`src/rtl/load_store_unit_if.sv`:
```
// Bundle between the load/store unit, the core's memory stage and the data
// memory. The unit sits on the slave modport; the core/memory side uses master.
interface load_store_unit_if #(
  parameter int XLEN   = 32,
  parameter int ADDR_W = 32
);
  localparam int NB = XLEN / 8;

  // core request / response channel
  logic              req_valid;
  logic              req_ready;
  logic              req_we;
  logic [2:0]        req_funct3;
  logic [ADDR_W-1:0] req_addr;
  logic [XLEN-1:0]   req_wdata;
  logic              resp_valid;
  logic [XLEN-1:0]   resp_rdata;
  logic              resp_fault;

  // data memory bus
  logic              mem_req;
  logic              mem_we;
  logic [ADDR_W-1:0] mem_addr;
  logic [NB-1:0]     mem_be;
  logic [XLEN-1:0]   mem_wdata;
  logic              mem_ack;
  logic [XLEN-1:0]   mem_rdata;

  modport slave (
    input  req_valid, req_we, req_funct3, req_addr, req_wdata, mem_ack, mem_rdata,
    output req_ready, resp_valid, resp_rdata, resp_fault,
    output mem_req, mem_we, mem_addr, mem_be, mem_wdata
  );

  modport master (
    output req_valid, req_we, req_funct3, req_addr, req_wdata, mem_ack, mem_rdata,
    input  req_ready, resp_valid, resp_rdata, resp_fault,
    input  mem_req, mem_we, mem_addr, mem_be, mem_wdata
  );
endinterface

```
`src/rtl/load_store_unit.sv`:
```
// Multi-cycle load/store unit: takes one RISC-V sized access at a time,
// issues word-aligned bus beats with byte enables, merges and extends load data.
// Optional macro LSU_MISALIGN_SPLIT_EN: when defined, accesses that cross a
// word boundary run as two beats; when undefined, any access not aligned to
// its own size faults without touching the bus.
module load_store_unit #(
  parameter int XLEN   = 32,
  parameter int ADDR_W = 32
) (
  input  logic              clk,
  input  logic              reset,
  load_store_unit_if.slave  bus
);
  localparam int NB = XLEN / 8;
  localparam int OB = $clog2(NB);
  localparam int BW = 2 * NB;

  typedef enum logic [1:0] {IDLE, BEAT0, BEAT1, RESP} state_t;

  state_t            state_q;
  logic              req_ready_q;
  logic              we_q;
  logic [2:0]        f3_q;
  logic [OB-1:0]     off_q;
  logic              span_q;
  logic [NB-1:0]     be1_q;
  logic [XLEN-1:0]   wdata1_q;
  logic [XLEN-1:0]   data0_q;
  logic              mem_req_q;
  logic              mem_we_q;
  logic [ADDR_W-1:0] mem_addr_q;
  logic [NB-1:0]     mem_be_q;
  logic [XLEN-1:0]   mem_wdata_q;
  logic              resp_valid_q;
  logic              resp_fault_q;
  logic [XLEN-1:0]   resp_rdata_q;

  // Request decode: evaluated on the incoming fields, consumed at accept.
  logic [3:0]        size_b;
  logic [OB-1:0]     off;
  logic [3:0]        off4;
  logic              illegal;
  logic              fault_d;
  logic              span_d;
  logic [BW-1:0]     be_wide;
  logic [2*XLEN-1:0] wdata_wide;

  // Load merge result for the beat completing this cycle.
  logic [XLEN-1:0]   hi_word;
  logic [XLEN-1:0]   lo_word;
  logic [XLEN-1:0]   merged;
  logic [XLEN-1:0]   rdata_d;

  // Sign- or zero-extend the low 2^f3[1:0] bytes of d to the full width.
  function automatic logic [XLEN-1:0] extend(input logic [XLEN-1:0] d, input logic [2:0] f3);
    logic [XLEN-1:0] keep;
    logic [XLEN-1:0] top;
    int unsigned     nbits;
    nbits = 32'd8 << f3[1:0];
    keep  = (nbits >= XLEN) ? '1 : ((XLEN'(1) << nbits) - XLEN'(1));
    top   = keep & ~(keep >> 1);
    if (!f3[2] && (|(d & top))) return d | ~keep;
    return d & keep;
  endfunction

  // Legality, alignment and lane placement of the request on the input port.
  always_comb begin
    size_b     = 4'd1 << bus.req_funct3[1:0];
    off        = bus.req_addr[OB-1:0];
    off4       = 4'(off);
    illegal    = (bus.req_funct3 == 3'b111)
               || (bus.req_we && bus.req_funct3[2])
               || ((XLEN == 32) && ((bus.req_funct3[1:0] == 2'b11) || (bus.req_funct3 == 3'b110)));
    be_wide    = ((BW'(1) << size_b) - BW'(1)) << off;
    wdata_wide = {{XLEN{1'b0}}, bus.req_wdata} << {off, 3'b000};
`ifdef LSU_MISALIGN_SPLIT_EN
    fault_d    = illegal;
    span_d     = ({1'b0, off4} + {1'b0, size_b}) > 5'(NB);
`else
    // Without splitting, only size-aligned accesses are served; those never cross a word.
    fault_d    = illegal || (|(off4 & (size_b - 4'd1)));
    span_d     = 1'b0;
`endif
  end

  // Byte-align the returned data: beat 0 supplies the low bytes, beat 1 the rest.
  always_comb begin
    hi_word = (state_q == BEAT1) ? bus.mem_rdata : '0;
    lo_word = (state_q == BEAT1) ? data0_q : bus.mem_rdata;
    merged  = XLEN'({hi_word, lo_word} >> {off_q, 3'b000});
    rdata_d = we_q ? '0 : extend(merged, f3_q);
  end

  // Control FSM with registered bus and response outputs.
  always_ff @(posedge clk or posedge reset) begin
    if (reset) begin
      state_q      <= IDLE;
      req_ready_q  <= 1'b1;
      we_q         <= 1'b0;
      f3_q         <= '0;
      off_q        <= '0;
      span_q       <= 1'b0;
      be1_q        <= '0;
      wdata1_q     <= '0;
      data0_q      <= '0;
      mem_req_q    <= 1'b0;
      mem_we_q     <= 1'b0;
      mem_addr_q   <= '0;
      mem_be_q     <= '0;
      mem_wdata_q  <= '0;
      resp_valid_q <= 1'b0;
      resp_fault_q <= 1'b0;
      resp_rdata_q <= '0;
    end else begin
      case (state_q)
        IDLE: begin
          if (bus.req_valid) begin
            req_ready_q <= 1'b0;
            we_q        <= bus.req_we;
            f3_q        <= bus.req_funct3;
            off_q       <= off;
            span_q      <= span_d;
            be1_q       <= be_wide[BW-1:NB];
            wdata1_q    <= wdata_wide[2*XLEN-1:XLEN];
            if (fault_d) begin
              resp_valid_q <= 1'b1;
              resp_fault_q <= 1'b1;
              resp_rdata_q <= '0;
              state_q      <= RESP;
            end else begin
              mem_req_q   <= 1'b1;
              mem_we_q    <= bus.req_we;
              mem_addr_q  <= {bus.req_addr[ADDR_W-1:OB], {OB{1'b0}}};
              mem_be_q    <= be_wide[NB-1:0];
              mem_wdata_q <= wdata_wide[XLEN-1:0];
              state_q     <= BEAT0;
            end
          end
        end
        BEAT0, BEAT1: begin
          if (bus.mem_ack) begin
            if ((state_q == BEAT0) && span_q) begin
              // Second beat goes to the next word; address wraps at the top.
              data0_q     <= bus.mem_rdata;
              mem_addr_q  <= mem_addr_q + ADDR_W'(NB);
              mem_be_q    <= be1_q;
              mem_wdata_q <= wdata1_q;
              state_q     <= BEAT1;
            end else begin
              mem_req_q    <= 1'b0;
              mem_we_q     <= 1'b0;
              resp_valid_q <= 1'b1;
              resp_fault_q <= 1'b0;
              resp_rdata_q <= rdata_d;
              state_q      <= RESP;
            end
          end
        end
        RESP: begin
          resp_valid_q <= 1'b0;
          req_ready_q  <= 1'b1;
          state_q      <= IDLE;
        end
        default: state_q <= IDLE;
      endcase
    end
  end

  assign bus.req_ready  = req_ready_q;
  assign bus.resp_valid = resp_valid_q;
  assign bus.resp_fault = resp_fault_q;
  assign bus.resp_rdata = resp_rdata_q;
  assign bus.mem_req    = mem_req_q;
  assign bus.mem_we     = mem_we_q;
  assign bus.mem_addr   = mem_addr_q;
  assign bus.mem_be     = mem_be_q;
  assign bus.mem_wdata  = mem_wdata_q;
endmodule

```
`src/flat_wrapper.sv`:
```
// flat-port wrapper written by rule: the top's interface ports become plain ports
module load_store_unit_flat 
#(
  parameter int XLEN   = 32,
  parameter int ADDR_W = 32
)
  (clk, reset, bus_req_valid, bus_req_we, bus_req_funct3, bus_req_addr, bus_req_wdata, bus_mem_ack, bus_mem_rdata, bus_req_ready, bus_resp_valid, bus_resp_rdata, bus_resp_fault, bus_mem_req, bus_mem_we, bus_mem_addr, bus_mem_be, bus_mem_wdata);
  load_store_unit_if #(.XLEN(XLEN), .ADDR_W(ADDR_W)) bus_i ();
  input  logic clk;
  input  logic reset;
  input wire logic [$bits(bus_i.req_valid)-1:0] bus_req_valid;
  input wire logic [$bits(bus_i.req_we)-1:0] bus_req_we;
  input wire logic [$bits(bus_i.req_funct3)-1:0] bus_req_funct3;
  input wire logic [$bits(bus_i.req_addr)-1:0] bus_req_addr;
  input wire logic [$bits(bus_i.req_wdata)-1:0] bus_req_wdata;
  input wire logic [$bits(bus_i.mem_ack)-1:0] bus_mem_ack;
  input wire logic [$bits(bus_i.mem_rdata)-1:0] bus_mem_rdata;
  output wire logic [$bits(bus_i.req_ready)-1:0] bus_req_ready;
  output wire logic [$bits(bus_i.resp_valid)-1:0] bus_resp_valid;
  output wire logic [$bits(bus_i.resp_rdata)-1:0] bus_resp_rdata;
  output wire logic [$bits(bus_i.resp_fault)-1:0] bus_resp_fault;
  output wire logic [$bits(bus_i.mem_req)-1:0] bus_mem_req;
  output wire logic [$bits(bus_i.mem_we)-1:0] bus_mem_we;
  output wire logic [$bits(bus_i.mem_addr)-1:0] bus_mem_addr;
  output wire logic [$bits(bus_i.mem_be)-1:0] bus_mem_be;
  output wire logic [$bits(bus_i.mem_wdata)-1:0] bus_mem_wdata;
  assign bus_i.req_valid = bus_req_valid;
  assign bus_i.req_we = bus_req_we;
  assign bus_i.req_funct3 = bus_req_funct3;
  assign bus_i.req_addr = bus_req_addr;
  assign bus_i.req_wdata = bus_req_wdata;
  assign bus_i.mem_ack = bus_mem_ack;
  assign bus_i.mem_rdata = bus_mem_rdata;
  assign bus_req_ready = bus_i.req_ready;
  assign bus_resp_valid = bus_i.resp_valid;
  assign bus_resp_rdata = bus_i.resp_rdata;
  assign bus_resp_fault = bus_i.resp_fault;
  assign bus_mem_req = bus_i.mem_req;
  assign bus_mem_we = bus_i.mem_we;
  assign bus_mem_addr = bus_i.mem_addr;
  assign bus_mem_be = bus_i.mem_be;
  assign bus_mem_wdata = bus_i.mem_wdata;
  load_store_unit #(.XLEN(XLEN), .ADDR_W(ADDR_W)) u_core (.clk(clk), .reset(reset), .bus(bus_i));
endmodule
```
`config.mk`:
```
export PLATFORM = sky130hd
export DESIGN_NAME = load_store_unit_flat
export DESIGN_NICKNAME = d
export VERILOG_FILES = /design/src/rtl/load_store_unit_if.sv /design/src/rtl/load_store_unit.sv /design/src/flat_wrapper.sv
export SDC_FILE = /design/constraint.sdc
export NUM_CORES = 1
export LEC_CHECK = 0
export ABC_AREA = 1
export CAP_MARGIN = 10
export CORE_MARGIN = 2
export CORE_UTILIZATION = 30
export DETAILED_ROUTE_END_ITERATION = 12
export PLACE_DENSITY = 0.61
export SKIP_CTS_REPAIR_TIMING = 1
export SYNTH_ARGS = -nofsm -noshare
export SYNTH_HDL_FRONTEND = slang
export SYNTH_SLANG_ARGS = --single-unit
```
`constraint.sdc`:
```
create_clock -name clk -period 10.8 [get_ports clk]
set_input_delay 1.62 -clock clk [delete_from_list [all_inputs] [get_ports clk]]
set_output_delay 1.62 -clock clk [all_outputs]
set_load 0.05 [all_outputs]
```
==> out/qor.yml, run 1 <==
global_routing:
  grt_max_degree: 87
  track_usage_pct: 19.0
  grt_overflow: 0
  antenna_found_initial: 0
  grt_pass1_vias: 5642
  grt_first_pass_wirelength_um: 30200
worst_hold_path:
  min_path_cells: 2
  min_path_type: "flop to flop"
synthesis:
  syn_inst: 799
  synth.distinct_cells: 32
  seq_area_frac_synth_pct: 47.8
  yosysTopAreaCell: "dfrtp_1"
  syn_area_um2: 5820
  synth_top_area_share_pct: 47.3
  synthTopCellsByArea: "dfrtp_1 (47%), nand2_1 (22%), o21ai_0 (5.8%)"
  yosys_warnings: 0
  syn_area_per_cell_um2: 7.28
  synth_seq_cells: 111
layout:
  areaGrowthSynthToFinish_pct: 42.6
  layout-drive-gt1-share_pct: 3.57
  nets: 1083
  fillCellCount: 1965
  multi_input_area_um2: 2650
  seqCellArea_um2: 2780
  antenna_cells: 0
sta:
  fmax_mhz: 234
  slew_viol_final: 0
  tns_ns: 0
  rsz0062_at_grt: "no"
  finalHoldViolations: 0
  worst_slack_ns: 6.52
  slew_headroom_pct: 25.3
  tightest_slew_ns: 1.12
  period_needed_ns: 4.28
  setup_viol: 0
  timing.final.crit_share_pct: 39.6
  finClkSkew_ns: 0.0147
floorplanning:
  initial_core_util_pct: 30.8
  die_x_um: 143
  die_area_um2: 20500
  row_count: 50
  ios: 209
  coreArea_um2: 18900
  die_h_um: 143
place:
  dp_slack_ns: 6.12
  io_buffers: 206
  hpwl_um: 14000
  gp_congestion: 0.889
clocking:
  cts_root_buf: "clkbuf_16"
  insertion_delay_ns: 0.37
  ctsHtreeMaxLevel: 3
  clock_path_buffers: 2
  tritoncts: "done"
  cts_buffers: 9
  clock_sinks: 111
  cts.reportedPaths.clkPinSlew_ns: 0.08
power_and_ir_drop:
  power_switching_mw: 1.38
  p_comb_share_pct: 59.9
  p_seq_share_pct: 27.4
  finalPower_mw: 2.61
  p_int_mw: 1.23
  clkPwrFrac_pct: 12.7
  p_per_area_nw_per_um2: 315
  swShare_pct: 52.9
  peakVddDrop_v: 0.000136
  p_leak_nw: 3.94
run_status:
  status: "completed"
detailed_routing:
  via_per_inst: 4.74
  firstDrtPassIters: 5
  drcViolationCount: 0
  vias: 5878
  drt_iter0_drc: 485
  drt-total-wl_um: 19500
  routedWlPerCell_um: 15.7
  drtAntennaViolNets: 0
critical_path:
  cp.arrival_ns: 4.55
  crit_path_start_kind: "input pin"
  cp_max_fo: 40
  crit_type: "input pin to flop"
  r2r_cells: 8
  end_kind: "flop"
  required_ns: 11.07
job:
  drv_cap: 0
## synthesized netlist by cell type, drive strengths merged
cell type,n
nand4,1
a22oi,10
dfstp,1
o21a,6
nand2,348
nor2,77
or2,2
inv,41
nand3,40
nor3,1
buf,33
a22o,1
o22ai,2
ha,4
o31ai,18
clkinv,2
conb,1
o21ai,70
a21oi,19
clkbuf,12
dfrtp,110
## placed cells by master (no fill, tap or decap), drive strengths merged
cell type,n
clkinvlp,4
dfstp,1
o31ai,18
clkinv,3
nand4,1
buf,3
o22ai,2
nand3,40
inv,43
clkdlybuf4s50,206
conb,2
nand2,348
dfrtp,110
nor3,1
a22oi,10
o21ai,70
a21oi,19
o21a,6
clkbuf,9
a22o,1
nor2,77
ha,4
or2,2
## registers in the layout (all words and copies together), names as in the netlist
register               count
u_core.bus.mem_addr       30
u_core.bus.mem_be          4
u_core.bus.mem_req         1
u_core.bus.mem_wdata      32
u_core.bus.mem_we          1
u_core.bus.req_ready       1
u_core.bus.resp_fault      1
u_core.bus.resp_rdata     32
u_core.bus.resp_valid      1
u_core.f3_q                3
u_core.off_q               2
u_core.state_q             2
u_core.we_q                1
## final timing paths
path / startpoint / end / slack [ns]
worst min register to register: u_core.bus.mem_req$_DFFE_PP0P_ / u_core.bus.mem_req$_DFFE_PP0P_ / 0.48
worst max register to register: u_core.off_q[1]$_DFFE_PP0P_ / u_core.bus.resp_rdata[15]$_DFFE_PP0P_ / 7.99
min in group asynchronous: reset / u_core.bus.mem_addr[4]$_DFFE_PP0P_ / 1.72
worst max-delay path: bus_req_addr[1] / u_core.bus.mem_wdata[3]$_DFFE_PP0P_ / 6.52
max in group asynchronous: reset / u_core.bus.resp_rdata[0]$_DFFE_PP0P_ / 7.84
worst min-delay path: u_core.bus.mem_req$_DFFE_PP0P_ / u_core.bus.mem_req$_DFFE_PP0P_ / 0.48
## area by class of cell
type | instances | share of cell area (%)
clock inverters | 7 | 0.799
clock buffers | 9 | 2.71
well taps | 260 | 3.92
repair buffers | 209 | 25.1
inverters | 43 | 1.98
flip-flops and latches | 111 | 33.5
multi-input cells | 601 | 32.0
## per-stage QoR
step	utilization [%]	area (um2)	hold WS, ns	instances
3_5_place_dp	42.4	8010	0.464	1224
3_3_place_gp	42.4	8010	0.460	1224
6_report	43.9	8300	0.478	1240
5_1_grt	43.9	8300	0.503	1240
4_1_cts	43.9	8300	0.486	1240
2_1_floorplan	-	5820	0.453	800
## cell families after synthesis
kind of cell	Yosys count	synth area share, %
DFF	111	47.8
buffers and inverters	88	6.86
other	1	0.0645
AOI/OAI and AO/OA	126	12.5
adders and majority gates	4	0.860
and+or+nand+nor	469	32.0
## worst max-delay path: stages
cell and delay [ns]:
clkdlybuf4s50_1 0.95, inv_2 0.49, nand3_1 0.14, o21ai_2 0.12
nand4_4 0.11, inv_2 0.54, nand3_2 0.31, o21ai_0 0.25
## power groups by stage
stage	Combinational, mW	Clock [mW]	Sequential (mW)
after floorplan	0.609	0	1.18
after global placement	1.56	0	0.725
after detailed placement	1.58	0	0.718
after CTS	1.58	0.342	0.716
after global routing	1.69	0.358	0.738
final	1.57	0.333	0.716
## routing by layer
metal,GRT usage (%),wire [um]
met3,6.20,2060
met1,25.6,8430
met2,29.1,8660
met5,0,0
met4,5.78,340
No activity file was read; power rests on OpenSTA's default activity.
==> run 2: changes to the inputs <==
==> constraint.sdc (replaced) <==
create_clock -name clk -period 4 [get_ports clk]
set_input_delay 0.6 -clock clk [delete_from_list [all_inputs] [get_ports clk]]
set_output_delay 0.6 -clock clk [all_outputs]
set_load 0.05 [all_outputs]
==> run 2 against run 1 <==
Compared with the run above:
- register-to-register slack worse by 6.7 ns
- sequential share of layout area is 0.23 points lower
- die area unchanged
- via count barely moved
- hold slack worse by 0.0072 ns
- setup slack worse by 5.2 ns
- combinational power grew to 2.7 times the previous value
- utilization rose by 0.30 points
- final cell count is 0.24% higher
- sequential power increased to 2.6 times the previous value
- largest power group unchanged
==> out/qor.yml, run 2 (same netlist as run 1, synthesis figures left out) <==
run_status:
  status: "completed"
clocking:
  clock_path_buffers: 2  # unchanged
  clock_sinks: 111  # unchanged
  insertion_delay_ns: 0.36  # about the same
  tritoncts: "done"
  cts_root_buf: "clkbuf_16"
  cts.reportedPaths.clkPinSlew_ns: 0.08  # about the same
  ctsHtreeMaxLevel: 3  # unchanged
  cts_buffers: 9  # unchanged
sta:
  setup_viol: 0  # unchanged
  tns_ns: 0  # unchanged
  rsz0062_at_grt: "no"
  worst_slack_ns: 1.29  # -5.23 ns
  tightest_slew_ns: 0.922  # -0.198 ns
  period_needed_ns: 2.71
  slew_headroom_pct: 38.5  # +13 points
  fmax_mhz: 369
  slew_viol_final: 0  # unchanged
  finClkSkew_ns: 0.00751  # -0.00719 ns
  timing.final.crit_share_pct: 67.8
  finalHoldViolations: 0  # unchanged
floorplanning:
  die_area_um2: 20500  # unchanged
  coreArea_um2: 18900  # unchanged
  initial_core_util_pct: 30.8  # unchanged
  die_h_um: 143  # unchanged
  ios: 209  # unchanged
  die_x_um: 143  # unchanged
  row_count: 50  # unchanged
worst_hold_path:
  min_path_type: "flop to flop"
  worstHoldStart: "u_core.bus.mem_req$_DFFE_PP0P_"
  min_path_cells: 2  # unchanged
  min_to: "u_core.bus.mem_req$_DFFE_PP0P_"
layout:
  nets: 1086  # +0.28%
  fillCellCount: 1957  # -0.41%
  layout-drive-gt1-share_pct: 3.87  # +0.29 points
  areaGrowthSynthToFinish_pct: 43.6
  seqCellArea_um2: 2780  # unchanged
  antenna_cells: 0  # unchanged
  mostFrequentLayoutCells: "nand2_1 (344), clkdlybuf4s50_1 (206), dfrtp_1 (110), nor2_1 (75), o21ai_0 (68)"
  multi_input_area_um2: 2650  # unchanged
  final_common_cell: "nand2_1"
critical_path:
  r2r_end: "u_core.bus.resp_rdata[13]$_DFFE_PP0P_"
  cp_max_fo: 21  # -48%
  cp.arrival_ns: 3.01  # -1.54 ns
  r2r_start: "u_core.state_q[0]$_DFFE_PP0P_"
  crit_path_start_kind: "flop"
  r2r_cells: 11  # +3
  reg2reg_slack_ns: 1.29  # -6.70 ns
  required_ns: 4.30  # -6.77 ns
  crit_type: "flop to flop"
  end_kind: "flop"
detailed_routing:
  firstDrtPassIters: 5  # unchanged
  drtAntennaViolNets: 0  # unchanged
  drt-total-wl_um: 19400  # -0.63%
  vias: 5875  # -0.051%
  routedWlPerCell_um: 15.6  # -0.87%
  via_per_inst: 4.73  # -0.29%
  drcViolationCount: 0  # unchanged
  drt_iter0_drc: 397  # -18%
global_routing:
  grt_overflow: 0  # unchanged
  grt_first_pass_wirelength_um: 30400  # +0.43%
  grt_pass1_vias: 5692  # +0.89%
  track_usage_pct: 19.0  # about the same
  grt_max_degree: 87  # unchanged
  antenna_found_initial: 0  # unchanged
place:
  hpwl_um: 13800  # -0.95%
  gp_congestion: 0.863  # -3.0%
  dp_slack_ns: 1.28  # -4.84 ns
  io_buffers: 206  # unchanged
power_and_ir_drop:
  peakVddDrop_v: 0.000443  # +230%
  p_per_area_nw_per_um2: 853  # +170%
  p_leak_nw: 3.98  # +1.0%
job:
  drv_cap: 0  # unchanged
## run 2: cell types whose count changed in the layout (fill, tap and decap cells not counted), sizes merged
cell and change:
bufinv +1, clkinv +1, buf +3, clkinvlp -3, inv +1
## run 2: layout make-up
| cell class | instances | area share, % |
|---|---|---|
| Clock inverter | 7 | 1.06 |
| Inverter | 43 | 1.96 |
| Clock buffer | 9 | 2.70 |
| Multi-Input combinational cell | 601 | 31.8 |
| Timing Repair Buffer | 212 | 25.4 |
| Sequential cell | 111 | 33.3 |
| Tap cell | 260 | 3.89 |
## run 2: worst max-delay path by stage
stage                                   from                                    end  slack [ns]  cells after the start
2_1_floorplan                          reset    u_core.bus.mem_addr[10]$_DFFE_PP0P_        0.47                      1
3_3_place_gp                 bus_req_addr[1]          u_core.state_q[1]$_DFFE_PP0P_        1.29                      9
3_5_place_dp                 bus_req_addr[1]          u_core.state_q[1]$_DFFE_PP0P_        1.28                      9
4_1_cts        u_core.state_q[0]$_DFFE_PP0P_  u_core.bus.resp_rdata[13]$_DFFE_PP0P_        1.30                     11
5_1_grt          u_core.off_q[0]$_DFFE_PP0P_  u_core.bus.resp_rdata[13]$_DFFE_PP0P_        1.02                      9
6_report       u_core.state_q[0]$_DFFE_PP0P_  u_core.bus.resp_rdata[13]$_DFFE_PP0P_        1.29                     11
## run 2: per-stage QoR
| stage | util, % | cell area, um2 | power, mW | hold slack (ns) | std cells |
|---|---|---|---|---|---|
| after floorplan | - | 5820 | 4.82 | 0.453 | 800 |
| after global placement | 42.6 | 8040 | 6.17 | 0.457 | 1227 |
| after detailed placement | 42.6 | 8040 | 6.19 | 0.458 | 1227 |
| after CTS | 44.2 | 8350 | 7.18 | 0.477 | 1243 |
| after global routing | 44.2 | 8350 | 7.61 | 0.509 | 1243 |
| final | 44.2 | 8350 | 7.13 | 0.471 | 1243 |
## run 2: power by group
part	internal (mW)	leakage, nW	switching, mW	total (mW)
combinational	1.33	2.39	2.95	4.29
sequential	1.57	1.45	0.313	1.88
clock	0.500	0.150	0.457	0.957
total	3.40	3.98	3.73	7.13
## run 2: routing by layer
metal | GRT usage, % | vias to the layer above | part of all wire (%)
met5 | 0 | - | 0
met4 | 4.80 | 0 | 1.1
met3 | 7.11 | 16 | 11
met2 | 29.1 | 256 | 45
met1 | 25.4 | 2704 | 43
li1 | - | 2899 | -
## run 2: critical path: stages (launching register included)
cell,delay [ns]
dfrtp_1,0.40
inv_1,0.08
ha_1,0.49
nor2_2,0.63
nand2_1,0.15
nand3_1,0.13
nand3_1,0.09
nand3_1,0.14
nand2_2,0.08
nand2_1,0.29
nand2_1,0.11
nand2_1,0.07
==> run 3: changes to the inputs <==
--- a/config.mk
+++ b/config.mk
@@ -10,7 +10,7 @@
 export CORE_MARGIN = 2
 export CORE_UTILIZATION = 30
 export DETAILED_ROUTE_END_ITERATION = 12
-export PLACE_DENSITY = 0.61
+export PLACE_DENSITY = 0.64
 export SKIP_CTS_REPAIR_TIMING = 1
 export SYNTH_ARGS = -nofsm -noshare
 export SYNTH_HDL_FRONTEND = slang
==> constraint.sdc (replaced) <==
create_clock -name clk -period 2.3 [get_ports clk]
set_input_delay 0.345 -clock clk [delete_from_list [all_inputs] [get_ports clk]]
set_output_delay 0.345 -clock clk [all_outputs]
set_load 0.05 [all_outputs]
==> run 3 against run 2 <==
Compared with the run above:
- via count grew 0.49%
- hold slack lost 0.039 ns
- clock skew grew 0.011 ns
==> out/qor.yml, run 3 (same netlist as run 1, synthesis figures left out) <==
run_status:
  status: "completed"
floorplanning:
  die_area_um2: 20500  # unchanged
  row_count: 50  # unchanged
  initial_core_util_pct: 30.8  # unchanged
  die_h_um: 143  # unchanged
  ios: 209  # unchanged
  die_x_um: 143  # unchanged
  coreArea_um2: 18900  # unchanged
detailed_routing:
  drcViolationCount: 0  # unchanged
  drt_iter0_drc: 430  # +8.3%
  via_per_inst: 4.68  # -0.94%
  drt-total-wl_um: 19500  # +0.74%
  firstDrtPassIters: 5  # unchanged
  vias: 5904  # +0.49%
  drtAntennaViolNets: 0  # unchanged
  routedWlPerCell_um: 15.5  # -0.70%
place:
  io_buffers: 206  # unchanged
  hpwl_um: 14400  # +4.0%
  dp_slack_ns: 0.0929  # -1.19 ns
  gp_congestion: 0.901  # +4.4%
power_and_ir_drop:
  p_comb_share_pct: 60.6  # +0.5 points
  finalPower_mw: 12.7  # +79%
  power_switching_mw: 6.51  # +75%
  p_leak_nw: 4.09  # +2.5%
  swShare_pct: 51.1  # -1.2 points
  clkPwrFrac_pct: 14.0  # +0.6 points
  p_int_mw: 6.23  # +83%
  p_seq_share_pct: 25.4  # -1.0 points
  p_per_area_nw_per_um2: 1490  # +75%
  peakVddDrop_v: 0.000707  # +60%
sta:
  setup_viol: 0  # unchanged
  period_needed_ns: 2.04
  rsz0062_at_grt: "no"
  slew_viol_final: 0  # unchanged
  tns_ns: 0  # unchanged
  finClkSkew_ns: 0.0187  # +0.0112 ns
  slew_headroom_pct: 55.5  # +17 points
  timing.final.crit_share_pct: 88.5
  tightest_slew_ns: 0.664  # -0.258 ns
  finalHoldViolations: 0  # unchanged
  worst_slack_ns: 0.264  # -1.03 ns
  fmax_mhz: 491
  whs_ns: 0.432  # -0.0393 ns
global_routing:
  grt_max_degree: 58  # -33%
  busiest_layer: "met2"
  antenna_found_initial: 0  # unchanged
  gr-usage-met2_pct: 31.3  # +2.2 points
  track_usage_pct: 19.3  # +0.32 points
  use_met3_pct: 6.00  # -1.1 points
  grt_pass1_vias: 5785  # +1.6%
  grt_first_pass_wirelength_um: 30600  # +0.77%
  grt_overflow: 0  # unchanged
  use_met1_pct: 25.0  # -0.36 points
clocking:
  tritoncts: "done"
  ctsHtreeMaxLevel: 3  # unchanged
  cts_buffers: 9  # unchanged
  cts.reportedPaths.clkPinSlew_ns: 0.08  # about the same
  insertion_delay_ns: 0.36  # about the same
  clock_path_buffers: 2  # unchanged
  clock_sinks: 111  # unchanged
  cts_root_buf: "clkbuf_16"
critical_path:
  cp.arrival_ns: 1.69  # -1.32 ns
  r2r_cells: 11  # unchanged
  path_depth: 1  # -10
  cpLargestDelayFamily: "buffers and inverters"
  crit_type: "flop to primary output"
  cp_max_fo: 2  # -90%
  crit_chain: "clkdlybuf4s50_1"
  required_ns: 1.96  # -2.34 ns
  end_kind: "primary output"
  cp_slowest_cell: "clkdlybuf4s50_1"
  max_stage_delay_ns: 0.81  # +0.18 ns
  cp_num_buf_inv: 1  # unchanged
  crit_path_start_kind: "flop"
layout:
  areaGrowthSynthToFinish_pct: 47.1
  antenna_cells: 0  # unchanged
  final_common_cell: "nand2_1"
  fillCellCount: 1950  # -0.36%
  nets: 1104  # +1.7%
  layout-drive-gt1-share_pct: 5.69  # +1.8 points
  mostFrequentLayoutCells: "nand2_1 (344), clkdlybuf4s50_1 (206), dfrtp_1 (110), nor2_1 (75), o21ai_0 (68)"
  postLayoutCoreUtil_pct: 45.3  # +1.1 points
job:
  drv_cap: 0  # unchanged
worst_hold_path:
  min_path_type: "input pin to asynchronous set/reset pin"
==> run 3: changes by cell type in the layout (fill, tap and decap cells not counted), moves of 2 or more <==
cell        before  now
inv_6            3    1
buf_4            5   20
clkinvlp_4       1    3
buf_12           1    4
==> run 3: worst paths after layout <==
check	from	endpoint	slack, ns
setup / recovery	u_core.bus.req_ready$_DFFE_PP1P_	bus_req_ready	0.26
hold / removal	reset	u_core.bus.mem_wdata[30]$_DFFE_PP0P_	0.43
setup reg to reg	u_core.state_q[0]$_DFFE_PP0P_	u_core.bus.resp_rdata[14]$_DFFE_PP0P_	0.27
hold reg to reg	u_core.bus.mem_req$_DFFE_PP0P_	u_core.bus.mem_req$_DFFE_PP0P_	0.48
max in group asynchronous	reset	u_core.bus.req_ready$_DFFE_PP1P_	1.56
min in group clk	u_core.bus.mem_req$_DFFE_PP0P_	u_core.bus.mem_req$_DFFE_PP0P_	0.48
==> run 3: cell type report <==
class | instances | area (um2) | area share [%]
clock buffer | 9 | 225 | 2.63
clock inverter | 7 | 116 | 1.36
inverter | 43 | 165 | 1.93
multi-input combinational | 601 | 2660 | 31.0
sequential | 111 | 2780 | 32.5
tap | 260 | 325 | 3.80
timing repair buffer | 230 | 2290 | 26.8
==> run 3: stage by stage <==
stage          cells  instance area [um2]
4_1_cts         1261                 8560
6_report        1261                 8560
5_1_grt         1261                 8560
3_5_place_dp    1245                 8210
3_3_place_gp    1245                 8210
2_1_floorplan    800                 5830
==> run 3: metal layers <==
metal | part of all wire (%) | vias up
met5 | 0 | -
met4 | 1.7 | 0
met3 | 9.7 | 20
met2 | 45 | 261
met1 | 43 | 2695
li1 | - | 2928
==> run 3: power groups by stage <==
| stage | Combinational, mW | Sequential (mW) | Clock, mW |
|---|---|---|---|
| floorplan | 2.86 | 5.52 | 0 |
| global placement | 7.70 | 3.25 | 0 |
| detailed placement | 7.74 | 3.24 | 0 |
| CTS | 7.76 | 3.24 | 1.83 |
| global route | 8.36 | 3.33 | 1.91 |
| finish | 7.73 | 3.23 | 1.78 |
